[config.mk]
export PLATFORM = sky130hd
export DESIGN_NAME = truxton2_video_timing
export DESIGN_NICKNAME = d
export VERILOG_FILES = /design/src/rtl/truxton2_video_pkg.sv /design/src/rtl/truxton2_raster_counter.sv /design/src/rtl/truxton2_video_timing.sv
export SDC_FILE = /design/constraint.sdc
export NUM_CORES = 1
export LEC_CHECK = 0
export CORE_MARGIN = 4
export CORE_UTILIZATION = 50
export CTS_CLUSTER_DIAMETER = 100
export CTS_CLUSTER_SIZE = 28
export DETAILED_ROUTE_END_ITERATION = 10
export HOLD_SLACK_MARGIN = 0.05
export PLACE_DENSITY = 0.79
export SLEW_MARGIN = 25
export SYNTH_ARGS = -nofsm -noshare
export SYNTH_HDL_FRONTEND = slang
export SYNTH_HIERARCHICAL = 1
export SYNTH_SLANG_ARGS = --single-unit
export TNS_END_PERCENT = 20
[constraint.sdc]
create_clock -name CLK96 -period 3.5 [get_ports CLK96]
set_clock_uncertainty 0.1 [all_clocks]
set_input_delay 0.35 -clock CLK96 [delete_from_list [all_inputs] [get_ports CLK96]]
set_output_delay 0.35 -clock CLK96 [all_outputs]
set_load 0.05 [all_outputs]
[src/rtl/truxton2_video_pkg.sv]
// rtl/truxton2_video_pkg.sv - Truxton 2 raster timing constants and VINT state type
package truxton2_video_pkg;

  localparam int unsigned H_TOTAL  = 432;
  localparam int unsigned H_VIS    = 320;
  localparam int unsigned HS_START = 360;
  localparam int unsigned HS_LEN   = 32;
  localparam int unsigned V_TOTAL  = 262;
  localparam int unsigned V_VIS    = 240;
  localparam int unsigned VS_START = 245;
  localparam int unsigned VS_LEN   = 3;

  typedef enum logic {
    IDLE = 1'b0,
    PEND = 1'b1
  } vint_state_e;

endpackage

[src/rtl/truxton2_raster_counter.sv]
// rtl/truxton2_raster_counter.sv - enable-gated modulo counter exposing its next value and wrap pulse
module truxton2_raster_counter
  import truxton2_video_pkg::*;
#(
  parameter int unsigned MODULUS = H_TOTAL
) (
  input  logic       clk,
  input  logic       rst,
  input  logic       en,
  output logic [8:0] cnt_q,
  output logic [8:0] cnt_d,
  output logic       wrap
);

  localparam logic [8:0] LAST = 9'(MODULUS - 1);

  // cnt_d and wrap are combinational so the parent can decode from the next value
  always_comb begin
    wrap  = en && (cnt_q == LAST);
    cnt_d = cnt_q;
    if (en) begin
      cnt_d = wrap ? 9'd0 : cnt_q + 9'd1;
    end
  end

  always_ff @(posedge clk) begin
    if (rst) begin
      cnt_q <= 9'd0;
    end else begin
      cnt_q <= cnt_d;
    end
  end

endmodule

[src/rtl/truxton2_video_timing.sv]
// rtl/truxton2_video_timing.sv - GP9001 raster counters, blank/sync decode and vblank interrupt
module truxton2_video_timing
  import truxton2_video_pkg::*;
#(
  parameter int unsigned H_TOTAL  = truxton2_video_pkg::H_TOTAL,
  parameter int unsigned H_VIS    = truxton2_video_pkg::H_VIS,
  parameter int unsigned HS_START = truxton2_video_pkg::HS_START,
  parameter int unsigned HS_LEN   = truxton2_video_pkg::HS_LEN,
  parameter int unsigned V_TOTAL  = truxton2_video_pkg::V_TOTAL,
  parameter int unsigned V_VIS    = truxton2_video_pkg::V_VIS,
  parameter int unsigned VS_START = truxton2_video_pkg::VS_START,
  parameter int unsigned VS_LEN   = truxton2_video_pkg::VS_LEN
) (
  input  logic       CLK96,
  input  logic       RESET,
  input  logic       CEN675,
  input  logic       IACK,
  output logic [8:0] HCNT,
  output logic [8:0] VCNT,
  output logic       HBLANK,
  output logic       VBLANK,
  output logic       HSYNC,
  output logic       VSYNC,
  output logic       LINE_START,
  output logic       FRAME_START,
  output logic       VINT
);

  if (H_TOTAL >= 512 || V_TOTAL >= 512 || H_VIS > H_TOTAL || V_VIS >= V_TOTAL) begin : g_bad_range
    $error("truxton2_video_timing: raster parameters out of 9-bit range");
  end
  if (HS_START + HS_LEN > H_TOTAL || VS_START + VS_LEN > V_TOTAL) begin : g_bad_sync
    $error("truxton2_video_timing: sync window wraps past the line/frame end");
  end

  localparam logic [8:0] H_VIS_C    = 9'(H_VIS);
  localparam logic [8:0] HS_START_C = 9'(HS_START);
  localparam logic [8:0] HS_END_C   = 9'(HS_START + HS_LEN);
  localparam logic [8:0] V_VIS_C    = 9'(V_VIS);
  localparam logic [8:0] VS_START_C = 9'(VS_START);
  localparam logic [8:0] VS_END_C   = 9'(VS_START + VS_LEN);

  logic [8:0] h_cnt_q, h_cnt_d, v_cnt_q, v_cnt_d;
  logic       h_wrap, v_wrap;

  truxton2_raster_counter #(.MODULUS(H_TOTAL)) u_h_cnt (
    .clk   (CLK96),
    .rst   (RESET),
    .en    (CEN675),
    .cnt_q (h_cnt_q),
    .cnt_d (h_cnt_d),
    .wrap  (h_wrap)
  );

  truxton2_raster_counter #(.MODULUS(V_TOTAL)) u_v_cnt (
    .clk   (CLK96),
    .rst   (RESET),
    .en    (h_wrap),
    .cnt_q (v_cnt_q),
    .cnt_d (v_cnt_d),
    .wrap  (v_wrap)
  );

  logic hblank_q, hblank_d, vblank_q, vblank_d;
  logic hsync_q, hsync_d, vsync_q, vsync_d;
  logic line_start_q, line_start_d, frame_start_q, frame_start_d;
  logic vblank_entry;

  // Decoding the next counter value keeps blank/sync aligned with HCNT/VCNT
  always_comb begin
    hblank_d      = (h_cnt_d >= H_VIS_C);
    vblank_d      = (v_cnt_d >= V_VIS_C);
    hsync_d       = (h_cnt_d >= HS_START_C) && (h_cnt_d < HS_END_C);
    vsync_d       = (v_cnt_d >= VS_START_C) && (v_cnt_d < VS_END_C);
    line_start_d  = h_wrap;
    frame_start_d = v_wrap;
    vblank_entry  = h_wrap && (v_cnt_d == V_VIS_C);
  end

  always_ff @(posedge CLK96) begin
    if (RESET) begin
      hblank_q      <= 1'b0;
      vblank_q      <= 1'b0;
      hsync_q       <= 1'b0;
      vsync_q       <= 1'b0;
      line_start_q  <= 1'b0;
      frame_start_q <= 1'b0;
    end else begin
      hblank_q      <= hblank_d;
      vblank_q      <= vblank_d;
      hsync_q       <= hsync_d;
      vsync_q       <= vsync_d;
      line_start_q  <= line_start_d;
      frame_start_q <= frame_start_d;
    end
  end

  vint_state_e state_q;
  logic        vint_q;

  // A fresh vblank entry outranks a coincident acknowledge
  always_ff @(posedge CLK96) begin
    if (RESET) begin
      state_q <= IDLE;
      vint_q  <= 1'b0;
    end else begin
      case (state_q)
        IDLE: begin
          if (vblank_entry) begin
            state_q <= PEND;
            vint_q  <= 1'b1;
          end
        end
        PEND: begin
          if (IACK && !vblank_entry) begin
            state_q <= IDLE;
            vint_q  <= 1'b0;
          end
        end
        default: begin
          state_q <= IDLE;
          vint_q  <= 1'b0;
        end
      endcase
    end
  end

  assign HCNT        = h_cnt_q;
  assign VCNT        = v_cnt_q;
  assign HBLANK      = hblank_q;
  assign VBLANK      = vblank_q;
  assign HSYNC       = hsync_q;
  assign VSYNC       = vsync_q;
  assign LINE_START  = line_start_q;
  assign FRAME_START = frame_start_q;
  assign VINT        = vint_q;

endmodule

# Word-level counts from Yosys, hierarchy flattened
# Index checks and enable logic that the tools add are counted.
# W data, S select, Z words.
word_totals:
  reg_bits: 26
  inputBits: 4
  wordCells: 42
classes:
  add_sub_neg: 2
  magnitude_cmp: 6
  n_eq_ne: 5
  mux: 10
  n_bitwise: 1
  n_reduce_logical: 8
op_table:
  columns: ["cell", "count"]
  rows:
  - ["$mux W9", 4]
  - ["$add A9 B1 Y9 const B", 2]
  - ["$eq A9 B9 Y1 const B", 2]
  - ["$ge A9 B8 Y1 const B", 2]
  - ["$ge A9 B9 Y1 const B", 2]
  - ["$eq A9 B8 Y1 const B", 1]
  - ["$lt A9 B8 Y1 const B", 1]
  - ["$lt A9 B9 Y1 const B", 1]
  - ["$logic_and A1 B1 Y1", 6]
  - ["$mux W1", 4]
  - ["$pmux W1 S2", 2]
  - ["$ne A2 B1 Y1 const B", 1]
  - ["$ne A2 B2 Y1 const B", 1]
  - ["$reduce_and A2 Y1", 1]
  - ["$logic_not A1 Y1", 1]
  - ["$not A1 Y1", 1]

# Depth between registers and ports, before layout
# Gate-level depths: netlist of the first run.
logic_depth:
  depth_word: 11
  ltp_mapped: 12
  mapped_depth_nobuf: 9

# Modules after synthesis
# Netlist of the first run, hierarchy kept.
by_module_without_submodules:
  columns: ["mod", "n_inst", "cells_each", "area_per_inst_um2"]
  rows:
  - ["truxton2_raster_counter at u_v_cnt", 1, 65, 553.0]
  - ["truxton2_raster_counter at u_h_cnt", 1, 61, 505.5]
  - ["truxton2_video_timing", 1, 31, 310.3]

# Worst setup path before layout of the first run
# Ideal clock, no wire load.
synth_path:
  path_kind: "register to register"
  start: "register u_h_cnt.cnt_q[0]"
  end: "register vint_q, in the netlist VINT"
  setup_time_ps: 91
  t_arrival_ps: 3062
  required_ps: 3309
  setup_slack_ps: 247
  path_stages_with_launch: 13
  cell_sequence: "dfxtp_1 ha_1 nand4_2 nor3_1 buf_2 buf_2 nand4b_1 nor3_4 buf_6 o21ai_2 nor4b_4 a41oi_1 a311oi_1"
synth_between:
  elab_chain_cells: 11
  word_cells_on_any_way: 12
  cone_classes: "4 x eq/ne; 2 x mux; 6 x reduce/logical"
synth_lines:
  columns: ["element", "line", "source"]
  rows:
  - ["from (decl)", "truxton2_raster_counter.sv:10", "output logic [8:0] cnt_q,"]
  - ["from (signal assigned)", "truxton2_raster_counter.sv:30", "cnt_q <= cnt_d;"]
  - ["$eq A9 B9 Y1 *", "truxton2_raster_counter.sv:19", "wrap = en && (cnt_q == LAST);"]
  - ["$logic_and A1 B1 Y1 *", "truxton2_raster_counter.sv:19", null]
  - ["net h_wrap", "truxton2_video_timing.sv:44", "logic h_wrap, v_wrap;"]
  - ["$logic_and A1 B1 Y1 *", "truxton2_raster_counter.sv:19", null]
  - ["net frame_start_d", "truxton2_video_timing.sv:66", "logic line_start_q, line_start_d, frame_start_q, frame_start_d;"]
  - ["$mux W9 *", "truxton2_raster_counter.sv:22", "cnt_d = wrap ? 9'd0 : cnt_q + 9'd1;"]
  - ["$mux W9 *", "truxton2_raster_counter.sv:21", "if (en) begin"]
  - ["net v_cnt_d[1]", "truxton2_video_timing.sv:43", "logic [8:0] h_cnt_q, h_cnt_d, v_cnt_q, v_cnt_d;"]
  - ["$eq A9 B8 Y1 *", "truxton2_video_timing.sv:77", "vblank_entry = h_wrap && (v_cnt_d == V_VIS_C);"]
  - ["$logic_and A1 B1 Y1 *", "truxton2_video_timing.sv:77", null]
  - ["$logic_not A1 Y1", "truxton2_video_timing.sv:115", "if (IACK && !vblank_entry) begin"]
  - ["$logic_and A1 B1 Y1", "truxton2_video_timing.sv:115", null]
  - ["$ne A2 B1 Y1 (no source line)", null, null]
  - ["$reduce_and A2 Y1 (no source line) *", null, null]
  - ["to (signal assigned)", "truxton2_video_timing.sv:111", "vint_q <= 1'b1;"]
  - ["to (signal assigned)", "truxton2_video_timing.sv:117", "vint_q <= 1'b0;"]
  - ["to (signal assigned)", "truxton2_video_timing.sv:122", "vint_q <= 1'b0;"]
  - ["to (decl)", "truxton2_video_timing.sv:99", "logic vint_q;"]
# The timed path passes the listed nets; every way through them passes the cells marked *.
# A chain may end at the register's enable or synchronous reset.

# Worst setup path in the final report of the first run
layout_path:
  start: "register u_h_cnt.cnt_q[0]"
  end: "register vint_q, in the netlist VINT"
layout_between:
  elab_chain_cells: 11
  word_cells_on_any_way: 12
  cone_classes: "4 x eq/ne; 2 x mux; 6 x reduce/logical"
layout_lines:
  columns: ["element", "line"]
  rows:
  - ["$eq A9 B9 Y1 *", "truxton2_raster_counter.sv:19"]
  - ["$logic_and A1 B1 Y1 *", "truxton2_raster_counter.sv:19"]
  - ["net h_wrap", "truxton2_video_timing.sv:44"]
  - ["$logic_and A1 B1 Y1", "truxton2_raster_counter.sv:19"]
  - ["$mux W9", "truxton2_raster_counter.sv:22"]
  - ["$mux W9 *", "truxton2_raster_counter.sv:21"]
  - ["net v_cnt_d[7]", "truxton2_video_timing.sv:43"]
  - ["$eq A9 B8 Y1 *", "truxton2_video_timing.sv:77"]
  - ["$logic_and A1 B1 Y1 *", "truxton2_video_timing.sv:77"]
  - ["$logic_not A1 Y1", "truxton2_video_timing.sv:115"]
  - ["$logic_and A1 B1 Y1", "truxton2_video_timing.sv:115"]
  - ["$ne A2 B1 Y1 (no source line)", null]
  - ["$reduce_and A2 Y1 (no source line) *", null]
# Marks and branches as above.

==> results of run 1 <==
==> worst max-delay path, stage by stage, from the launching register on <==
cell      delay (ns)
dfxtp_1         0.44
ha_1            0.22
nand4_2         0.20
nor3_2          0.44
nand4_1         0.27
or3_1           0.45
nand2_1         0.08
and4_1          0.26
a41oi_1         0.13
a311oi_1        0.25
==> per-layer routing <==
metal / vias up / share of wire, % / GRT usage [%]
li1: 618 / - / -
met1: 621 / 43 / 21.9
met2: 45 / 50 / 33.3
met3: 6 / 5.7 / 5.62
met4: 0 / 0.91 / 7.28
met5: - / 0 / 0
==> power by group <==
| part | total (mW) | leakage (nW) | switching (mW) | internal, mW |
|---|---|---|---|---|
| registers | 0.301 | 0.210 | 0.00275 | 0.298 |
| clock network | 0.209 | 0.0279 | 0.0929 | 0.116 |
| logic | 0.0278 | 0.381 | 0.0168 | 0.0110 |
==> path summary, 6_finish.rpt <==
check,startpoint,end,depth (start not counted)
setup / recovery,u_h_cnt/cnt_q[0]$_SDFF_PP0_,VINT$_SDFFE_PP0P_,9
hold / removal,state_q$_SDFF_PP0_,VINT$_SDFFE_PP0P_,1
setup reg to reg,u_h_cnt/cnt_q[0]$_SDFF_PP0_,VINT$_SDFFE_PP0P_,9
hold reg to reg,state_q$_SDFF_PP0_,VINT$_SDFFE_PP0P_,1
==> layout make-up <==
type                       instances  area [um2]
fill                             195         815
multi-input combinational        115         779
sequential                        26         520
timing repair buffer              32         310
tap                               30        37.5
clock inverter                     1        30.0
inverter                           8        30.0
clock buffer                       3        22.5
==> sequential cells by signal, indices dropped and copies added (netlist names) <==
name	cells
u_h_cnt/cnt_q	9
u_v_cnt/cnt_q	9
FRAME_START	1
HBLANK	1
HSYNC	1
LINE_START	1
VBLANK	1
VINT	1
VSYNC	1
state_q	1
==> results.yml, run 1 <==
clocking:
  cts_setup_buffers: 0
  holdBufCountCts: 0
  cts.sinks: 26
  cts_buffer_depth: 2
  cts_resized: 0
  cts.clk_slew.worst_paths_ns: 0.15
  clk_latency_ns: 0.33
  htreeDepth: 1
  cts_buffers: 3
  cts_tree: "yes"
  cts_root_buf: "clkbuf_4"
drt:
  drtIter0Drc: 90
  drt_wl_total_um: 3190
  drc: 0
  antenna_left: 0
  firstDrtPassIters: 4
  drt-wirelength-per-cell_um: 14.8
  via_count: 1290
  viasPerCell: 6.00
logic_synthesis:
  synthCells: 155
  syn_area_um2: 1360
  syn_nets: 162
  synth.avg_cell_area_um2: 8.77
  yosysWarnings: 6
sta:
  postLayoutSetupSlackWorst_ns: 0.550
  worst_hold_slack_ns: 0.391
  rsz0062_at_grt: "no"
  worstMarginPinSlew_ns: 0.763
  fin_setup_tns_ns: 0
  setup_viol: 0
  layout_min_cycle_time_ns: 2.95
  maxSlewViolCount: 0
  fmax_mhz: 339
  hold_viol: 0
  period_share_pct: 84.3
  relSlewSlack_pct: 49.0
place:
  numPortBuffers: 28
  routabilityCongestion: 0.821
  dpl-instance-area_um2: 1680
  dp_slack_ns: 0.275
  dp_cells: 211
  dp_hpwl_um: 2390
run:
  cap_violations: 0
setup_path:
  crit_arrival_ns: 3.08
  reg2reg_setup_slack_ns: 0.55
  endpoint_kind: "flop"
  worstPathMaxFanout: 7
  required_ns: 3.63
  startpoint_type: "flop"
  path_class: "reg2reg"
finish:
  final_cell_mix: "clkdlybuf4s50_1, dfxtp_1, nand2_1, nor2_1"
  final_layout_size_suffix_gt1_share_pct: 12.4
  diodes: 0
  syn_to_final_growth_pct: 27.3
  finish.utilization_pct: 68.0
  fin_nets: 193
  final_cell_area_um2: 1730
  layout_commonest_cell: "clkdlybuf4s50_1"
  instances_no_fill: 215
pwr:
  worst_ir_drop_vdd_mv: 0.322
  p_total_uw: 538
  power.density_nw_per_um2: 311
  power.static_leakage_nw: 0.619
die:
  rows: 18
  die-area_um2: 3620
  fp.dieW_um: 60.1
  initial_core_util_pct: 53.4
  core_um2: 2540
  ios: 29
  die_y_um: 60.1
status:
  outcome: "completed"
global_routing:
  first_global_vias: 1181
  grt_pass1_wl_um: 5280
  grt_start_max_net_pins: 22
  track_usage_pct: 19.2
  grt_overflow: 0
  antenna_found_initial: 0
min_path:
  hold_path.class: "reg2reg"
Power figures use the tool's default switching activity.
==> run 2, diff against run 1 <==
- clock period: 3.5 -> 2.8 ns (I/O delays scaled with it)
==> run 2 against run 1 <==
Compared with the run above: sequential power grew 25%; sequential share of layout area is 0.21 points higher; global-route usage grew 0.62 points; combinational power is 31% higher; hold slack got worse by 0.0024 ns; largest cell class unchanged.
==> results.yml, run 2 (same netlist as run 1, synthesis figures left out) <==
status:
  outcome: "completed"
die:
  rows: 18
  ios: 29
  initial_core_util_pct: 53.4
  core_um2: 2540
  fp.dieW_um: 60.1
  die-area_um2: 3620
  die_y_um: 60.1
finish:
  final_cell_mix: "clkdlybuf4s50_1, dfxtp_1, nand2_1, nor2_1"
  instances_no_fill: 217
  syn_to_final_growth_pct: 30.1
  largestRegisters: "u_h_cnt/cnt_q x9, u_v_cnt/cnt_q x9"
  layout_commonest_cell: "clkdlybuf4s50_1"
  fin_nets: 195
  final_cell_area_um2: 1770
  diodes: 0
  final_layout_size_suffix_gt1_share_pct: 18.2
setup_path:
  crit_cells: 9
  crit_arrival_ns: 2.74
  slowest_delay_ns: 0.42
  cp_num_buf_inv: 1
  endpoint: "VINT$_SDFFE_PP0P_"
  crit_path_start: "u_h_cnt/cnt_q[6]$_SDFF_PP0_"
  regToRegEndpoint: "VINT$_SDFFE_PP0P_"
  worstPathMaxFanout: 11
  crit_path_top_delay_cell: "or3_1"
  startpoint_type: "flop"
  required_ns: 2.94
  reg2reg_setup_slack_ns: 0.20
  endpoint_kind: "flop"
  r2r_cells: 9
  timing.rr.start: "u_h_cnt/cnt_q[6]$_SDFF_PP0_"
  path_cells: "nand4b_1 -> nor3_2 -> buf_4 -> nand4_1 -> or3_1 -> nand2_1 -> and4_1 -> a41oi_1 -> a311oi_1"
  cpLargestDelayFamily: "simple AND/OR/NAND/NOR gates"
  path_class: "reg2reg"
sta:
  maxSlewViolCount: 0
  hold_viol: 0
  rsz0062_at_grt: "no"
  period_share_pct: 92.9
  layout_min_cycle_time_ns: 2.60
  worstMarginPinSlew_ns: 0.542
  fmax_mhz: 384
  relSlewSlack_pct: 63.7
  setup_viol: 0
pwr:
  power.static_leakage_nw: 0.632
  power.density_nw_per_um2: 362
  worst_ir_drop_vdd_mv: 0.232
drt:
  via_count: 1283
  antenna_left: 0
  drt-wirelength-per-cell_um: 14.7
  viasPerCell: 5.91
  firstDrtPassIters: 4
  drtIter0Drc: 66
  drc: 0
  drt_wl_total_um: 3190
global_routing:
  grt_pass1_wl_um: 5460
  grt_overflow: 0
  antenna_found_initial: 0
  grt_start_max_net_pins: 17
  first_global_vias: 1268
  track_usage_pct: 19.8
clocking:
  cts_tree: "yes"
  cts_buffer_depth: 2
  htreeDepth: 1
  clk_latency_ns: 0.33
  cts_buffers: 3
  cts_root_buf: "clkbuf_4"
  holdBufCountCts: 0
  cts_setup_buffers: 0
  cts_resized: 0
  cts.sinks: 26
  cts.clk_slew.worst_paths_ns: 0.14
place:
  dp_cells: 213
  dp_hpwl_um: 2400
  numPortBuffers: 28
  routabilityCongestion: 0.948
  dpl-instance-area_um2: 1720
min_path:
  hold_path.class: "reg2reg"
run:
  cap_violations: 0
## run 2: metal layers
| metal | up-vias | part of all wire, % | routed length, um | track usage, % |
|---|---|---|---|---|
| li1 | 622 | - | - | - |
| met1 | 605 | 41 | 1320 | 22.8 |
| met2 | 48 | 52 | 1660 | 36.0 |
| met3 | 8 | 5.1 | 162 | 2.59 |
| met4 | 0 | 1.4 | 46 | 8.54 |
| met5 | - | 0 | 0 | 0 |
## run 2: worst register-to-register path: stages (launching register included)
cell and delay [ns]:
dfxtp_2 0.38, nand4b_1 0.24, nor3_2 0.22, buf_4 0.21, nand4_1 0.18, or3_1 0.42, nand2_1 0.08, and4_1 0.26
a41oi_1 0.14, a311oi_1 0.30
## run 2: worst min path at each step
| stage | from | end | slack, ns | cells past startpoint |
|---|---|---|---|---|
| after floorplan | RESET | state_q$_SDFF_PP0_ | 0.25 | 1 |
| after global placement | u_h_cnt/cnt_q[8]$_SDFF_PP0_ | u_h_cnt/cnt_q[8]$_SDFF_PP0_ | 0.36 | 1 |
| after detailed placement | u_h_cnt/cnt_q[8]$_SDFF_PP0_ | u_h_cnt/cnt_q[8]$_SDFF_PP0_ | 0.37 | 1 |
| after CTS | u_h_cnt/cnt_q[8]$_SDFF_PP0_ | u_h_cnt/cnt_q[8]$_SDFF_PP0_ | 0.39 | 1 |
| after global routing | u_h_cnt/cnt_q[8]$_SDFF_PP0_ | u_h_cnt/cnt_q[8]$_SDFF_PP0_ | 0.43 | 1 |
| final | u_h_cnt/cnt_q[8]$_SDFF_PP0_ | u_h_cnt/cnt_q[8]$_SDFF_PP0_ | 0.39 | 1 |
## run 2: area by class of cell
type,instances,area [um2]
Clock buffer,4,47.5
Inverter,8,30.0
Tap cell,30,37.5
Timing Repair Buffer,34,325
Multi-Input combinational cell,115,792
Sequential cell,26,536
Fill cell,213,777
## run 2: through the flow
step	total power [mW]	worst slack (ns)	hold slack, ns	utilization [%]	TNS (ns)
2_1_floorplan	0.405	0.0249	0.249	-	0
3_3_place_gp	0.420	0.132	0.356	67.6	0
3_5_place_dp	0.422	-0.0411	0.371	67.6	-0.0411
4_1_cts	0.644	0.210	0.392	69.5	0
5_1_grt	0.665	0.000673	0.429	69.5	0
6_report	0.640	0.199	0.389	69.5	0
## run 2: power by group
group	switching [mW]	internal [mW]	total, mW
combinational	0.0212	0.0153	0.0365
clock	0.118	0.109	0.227
sequential	0.00450	0.372	0.377
total	0.143	0.497	0.640
